--- src/rtl/mips_pkg.sv ---
// Shared MIPS pipeline definitions used by the instruction cache.
//   icache_state_t : refill FSM states (READY, REQ, FILL)
//   ICACHE_LINES   : default number of cache lines
//   ICACHE_WORDS   : default 32-bit words per line
package mips_pkg;

  typedef enum logic [1:0] {
    READY = 2'd0,
    REQ   = 2'd1,
    FILL  = 2'd2
  } icache_state_t;

  localparam int ICACHE_LINES = 16;
  localparam int ICACHE_WORDS = 4;

endpackage

--- src/rtl/icache_store.sv ---
// Storage arrays for the direct-mapped instruction cache.
// Ports:
//   clk, reset          : clock, async active-low reset (clears valids only)
//   rd_idx/rd_off       : combinational read address (line, word)
//   rd_valid/rd_tag/rd_word : read results for the addressed line/word
//   inv_all             : clear every valid bit at the edge (wins over tag_we)
//   word_we/wr_idx/wr_off/wr_word : synchronous single-word write
//   tag_we/wr_tag/wr_valid        : synchronous tag + valid write for wr_idx
module icache_store
  import mips_pkg::*;
#(
  parameter int LINES = ICACHE_LINES,
  parameter int WORDS = ICACHE_WORDS,
  localparam int OW = $clog2(WORDS),
  localparam int IW = $clog2(LINES),
  localparam int TW = 32 - OW - IW - 2
) (
  input  logic          clk,
  input  logic          reset,
  input  logic [IW-1:0] rd_idx,
  input  logic [OW-1:0] rd_off,
  output logic          rd_valid,
  output logic [TW-1:0] rd_tag,
  output logic [31:0]   rd_word,
  input  logic          inv_all,
  input  logic          word_we,
  input  logic [IW-1:0] wr_idx,
  input  logic [OW-1:0] wr_off,
  input  logic [31:0]   wr_word,
  input  logic          tag_we,
  input  logic [TW-1:0] wr_tag,
  input  logic          wr_valid
);

  logic [LINES-1:0]           valid;
  logic [TW-1:0]              tags [LINES];
  logic [WORDS-1:0][31:0]     data [LINES];

  always_ff @(posedge clk or negedge reset) begin
    if (!reset)       valid <= '0;
    else if (inv_all) valid <= '0;
    else if (tag_we)  valid[wr_idx] <= wr_valid;
  end

  // Data and tags carry no reset; valid bits alone gate their use.
  always_ff @(posedge clk) begin
    if (word_we) data[wr_idx][wr_off] <= wr_word;
    if (tag_we)  tags[wr_idx]         <= wr_tag;
  end

  assign rd_valid = valid[rd_idx];
  assign rd_tag   = tags[rd_idx];
  assign rd_word  = data[rd_idx][rd_off];

endmodule

--- src/rtl/icache_fetch.sv ---
// Direct-mapped read-only instruction cache on the fetch path.
// Hits return InstrF combinationally from PCF; a miss stalls the pipeline
// while one line is burst-refilled from main memory.
// Ports:
//   clk, reset            : clock, async active-low reset
//   PCF, InstrF           : fetch address in, instruction out (0 while stalled)
//   ICacheStall           : miss in progress, freeze PCF and F/D
//   InvAll                : one-cycle pulse, invalidate every line
//   MemReq, MemAddr, MemGnt        : line request handshake
//   MemValid, MemRData             : refill beats, ascending word order
module icache_fetch
  import mips_pkg::*;
#(
  parameter int LINES = ICACHE_LINES,
  parameter int WORDS = ICACHE_WORDS
) (
  input  logic        clk,
  input  logic        reset,
  input  logic [31:0] PCF,
  output logic [31:0] InstrF,
  output logic        ICacheStall,
  input  logic        InvAll,
  output logic        MemReq,
  output logic [31:0] MemAddr,
  input  logic        MemGnt,
  input  logic        MemValid,
  input  logic [31:0] MemRData
);

  localparam int OW = $clog2(WORDS);
  localparam int IW = $clog2(LINES);
  localparam int TW = 32 - OW - IW - 2;

  icache_state_t state;
  logic [OW-1:0] beat;
  logic          discard;

  logic [OW-1:0] pc_off;
  logic [IW-1:0] pc_idx;
  logic [TW-1:0] pc_tag;
  logic          rd_valid;
  logic [TW-1:0] rd_tag;
  logic [31:0]   rd_word;
  logic          hit, rdy_hit, fill_beat, last_beat;
  logic          unused;

  assign pc_off = PCF[OW+1:2];
  assign pc_idx = PCF[OW+IW+1:OW+2];
  assign pc_tag = PCF[31:OW+IW+2];
  assign unused = ^PCF[1:0];

  assign hit       = rd_valid && (rd_tag == pc_tag);
  assign rdy_hit   = (state == READY) && hit;
  assign fill_beat = (state == FILL) && MemValid;
  assign last_beat = fill_beat && (beat == OW'(WORDS-1));

  assign InstrF      = rdy_hit ? rd_word : 32'h0;
  assign ICacheStall = !rdy_hit;

  // MemAddr doubles as the miss latch: its index/tag fields steer the fill.
  icache_store #(.LINES(LINES), .WORDS(WORDS)) u_store (
    .clk      (clk),
    .reset    (reset),
    .rd_idx   (pc_idx),
    .rd_off   (pc_off),
    .rd_valid (rd_valid),
    .rd_tag   (rd_tag),
    .rd_word  (rd_word),
    .inv_all  (InvAll),
    .word_we  (fill_beat),
    .wr_idx   (MemAddr[OW+IW+1:OW+2]),
    .wr_off   (beat),
    .wr_word  (MemRData),
    .tag_we   (last_beat),
    .wr_tag   (MemAddr[31:OW+IW+2]),
    .wr_valid (!discard)
  );

  always_ff @(posedge clk or negedge reset) begin
    if (!reset) begin
      state   <= READY;
      beat    <= '0;
      discard <= 1'b0;
      MemReq  <= 1'b0;
      MemAddr <= '0;
    end else begin
      case (state)
        READY: if (!hit) begin
          MemAddr <= {PCF[31:OW+2], {(OW+2){1'b0}}};
          MemReq  <= 1'b1;
          beat    <= '0;
          state   <= REQ;
        end
        REQ: if (MemGnt) begin
          MemReq <= 1'b0;
          state  <= FILL;
        end
        FILL: if (MemValid) begin
          if (beat == OW'(WORDS-1)) state <= READY;
          else                      beat  <= beat + OW'(1);
        end
        default: state <= READY;
      endcase
      // An invalidate racing an outstanding fill must keep that line invalid;
      // the flag is consumed by the final beat (InvAll on that beat is
      // already covered by the store clearing valids).
      if (last_beat)                     discard <= 1'b0;
      else if (InvAll && state != READY) discard <= 1'b1;
    end
  end

endmodule

--- config.mk ---
export PLATFORM = sky130hd
export DESIGN_NAME = icache_fetch
export DESIGN_NICKNAME = d
export VERILOG_FILES = /design/src/rtl/mips_pkg.sv /design/src/rtl/icache_store.sv /design/src/rtl/icache_fetch.sv
export SDC_FILE = /design/constraint.sdc
export NUM_CORES = 2
export LEC_CHECK = 0
export ABC_AREA = 1
export CAP_MARGIN = 15
export CORE_MARGIN = 2
export CORE_UTILIZATION = 38
export CTS_CLUSTER_DIAMETER = 150
export CTS_CLUSTER_SIZE = 20
export DETAILED_ROUTE_END_ITERATION = 7
export GPL_TIMING_DRIVEN = 1
export SLEW_MARGIN = 20
export SYNTH_ARGS = -nofsm -noshare
export SYNTH_HDL_FRONTEND = slang
export SYNTH_SLANG_ARGS = --single-unit
--- constraint.sdc ---
create_clock -name clk -period 13.1 [get_ports clk]
set_input_delay 1.965 -clock clk [delete_from_list [all_inputs] [get_ports clk]]
set_output_delay 1.965 -clock clk [all_outputs]
set_load 0.02 [all_outputs]
==> flow_summary.yaml <==
global_routing:
  grt-ovfl-total: 0
  grt_pass1_vias: 59000
  grt_usage_pct: 20.6
  grt_pass1_wl_mm: 404
  antenna_found_initial: 14
  grt_max_degree: 222
clocking:
  cts_buffers: 142
  cts_root_buffer: "clkbuf_16"
  path_clk_slew_ns: 0.08
  clk_latency_ns: 0.80
  cts_resized: 0
  h-tree-depth: 4
  cts_hold_buf: 0
  clock-sinks: 2482
  post-cts-setup-buffer-count: 0
  clockBufferDepth: 3
  cts_tree: "built"
sta:
  worstMarginPinSlew_ns: 1.24
  fin_worst_skew_ns: 0.0387
  fin_tns_setup_ns: 0
  fmax_mhz: 110
  max-slew-margin-rel_pct: 16.3
  final-max-slew-violation-count: 0
  rsz0062_at_grt: "false"
  setup_viol: 0
  hold_violations: 0
  period_needed_ns: 9.07
  period_share_pct: 69.2
synthesis:
  yosysTopAreaCell: "edfxtp_1"
  synth_area_leaders: "edfxtp_1 74%, nand2_1 5.8%, o21ai_0 3.4%"
  syn_inst: 7553
  ys.flop_type: "edfxtp_1"
  synth.top_cell.area_share_pct: 73.9
  seq_area_frac_synth_pct: 75.2
  synthTopCellsByCount: "2,432 x edfxtp_1, 1,526 x nand2_1, 718 x nor2_1, 667 x o21ai_0, 377 x a21oi_1"
  synth_seq_cells: 2482
  synth-edff-count: 2432
  yosysMostFrequentCell: "edfxtp_1"
  yosysWarnings: 0
  synth.avg_cell_area_sq_um: 13.1
  ys_types: 37
  async_flop_share_pct: 2.01
  syn-cell-area_sq_mm: 0.0988
detailed_routing:
  dr_wl_met3_mm: 23.5
  highest_layer: "met5"
  drc_errors: 0
  dr.pass1.iters: 8
  ant_nets: 0
  vias: 63300
  drt_iter0_markers: 7548
  vias_per_cell: 5.83
  drt_wl_total_mm: 281
  wl_met2_mm: 130
  met1Wirelength_mm: 120
  post_drt_wl_per_cell_microns: 25.9
floorplanning:
  coreArea_sq_mm: 0.259
  die-area_sq_mm: 0.264
  start_util_pct: 38.1
  die_w_microns: 514
  io_pins: 135
  row_count: 187
  die_y_microns: 514
final_layout:
  drive_gt1_share_pct: 5.39
  multi_input_area_sq_mm: 0.0220
  register_area_sq_mm: 0.0743
  utilization_pct: 41.5
  fillers: 23500
  final_nets: 7483
  area_growth_pct: 8.81
flow_run:
  cap_violations: 0
power:
  power_density_mw_per_mm2: 140
  cellLeakagePower_nw: 34.7
  p_total_mw: 15.1
  vdd_drop_max_mv: 0.140
worst_setup_path:
  required_ns: 11.14
  worstSetupPathType: "in -> out"
  arrival_ns: 7.11
  startpoint_type: "input port"
  cp_max_fo: 196
  end_kind: "output port"
run_status:
  status: "finished, final reports clean"
hold_path:
  min_path_type: "reg -> reg"
placement:
  gp_congestion: 0.819
  io_buffers: 128
  place_hpwl_mm: 139
[report_power, final]
| group | internal [mW] | total (mW) | switching [mW] | leakage, nW |
|---|---|---|---|---|
| sequential | 8.99 | 9.21 | 0.220 | 22.5 |
| clock | 2.08 | 4.56 | 2.48 | 1.92 |
| combinational | 0.344 | 1.33 | 0.984 | 10.3 |
[path summary, 6_finish.rpt]
kind	start	to	slack, ns	cells past startpoint
min reg2reg	u_store.valid[9]	u_store.valid[9]	0.56	2
max in group asynchronous	reset	MemAddr[6]	11.11	2
max	PCF[4]	InstrF[2]	4.03	16
min	u_store.valid[9]	u_store.valid[9]	0.56	2
max reg2reg	state[0]	u_store.data[4][100]	8.97	6
min in group asynchronous	reset	MemAddr[22]	1.37	2
[logic make-up (layout without fill, tap and decap cells)]
| group | count (synthesis) | in the layout | share of synthesized area (%) |
|---|---|---|---|
| adder cells (fa/ha/maj) | 4 | 4 | 0.0506 |
| other | 1 | 12 | 0.00379 |
| buffers and inverters | 708 | 605 | 3.06 |
| AO/OA/AOI/OAI | 1724 | 1724 | 11.2 |
| flip-flops | 2482 | 2482 | 75.2 |
| AND/OR/NAND/NOR | 2634 | 2634 | 10.5 |
[per-layer routing]
layer | global-route usage [%] | up-vias
li1 | - | 27600
met1 | 29.6 | 32500
met2 | 32.6 | 2838
met3 | 2.87 | 398
met4 | 5.81 | 4
met5 | 0 | -
[flip-flops by register name, indices dropped and copies added (netlist names)]
register	flops
MemAddr	28
MemReq	1
beat	2
discard	1
state	2
u_store.data	2048
u_store.tags	384
u_store.valid	16
[cell usage in the layout (no fill, tap or decap), drive strengths merged, types with 163 or more instances in the layout]
master | netlist | routed
nand3 | 376 | 376
edfxtp | 2432 | 2432
buf | 203 | 169
nor2 | 718 | 718
a21oi | 377 | 377
nand2 | 1526 | 1526
clkbuf | 346 | 183
o221ai | 249 | 249
o21ai | 680 | 680
inv | 159 | 163
[area by class of cell]
type,count,share of cell area [%]
inverter,159,0.589
clock buffer,182,3.60
sequential,2482,69.1
timing repair buffer,259,2.20
antenna,8,0.0186
clock inverter,5,0.0710
multi-input combinational,4366,20.5
tap,3402,3.96
[worst max-delay path, cell delays in order]
cell,delay (ns)
buf_8,0.34
inv_16,0.49
buf_4,0.82
nand2_1,0.12
nand2_1,0.10
nand2_1,0.05
nand3_1,0.11
nand3_1,0.11
nand3_1,0.12
nand2_1,0.14
or3_1,0.40
nor2_1,0.14
nand3_2,0.07
buf_4,0.29
nor2_1,0.63
clkdlybuf4s50_1,0.74
[metrics by stage]
step / instance area [sq um] / hold WS (ns) / cells / worst slack [ns]
after floorplan: 98900 / 0.492 / 7556 / 7.20
after global placement: 103000 / 0.546 / 10700 / 4.17
after detailed placement: 103000 / 0.550 / 10700 / 4.16
after CTS: 107000 / 0.561 / 10900 / 4.17
after global routing: 108000 / 0.580 / 10900 / 3.79
final: 108000 / 0.561 / 10900 / 4.03
(Power assumes the default switching activity.)
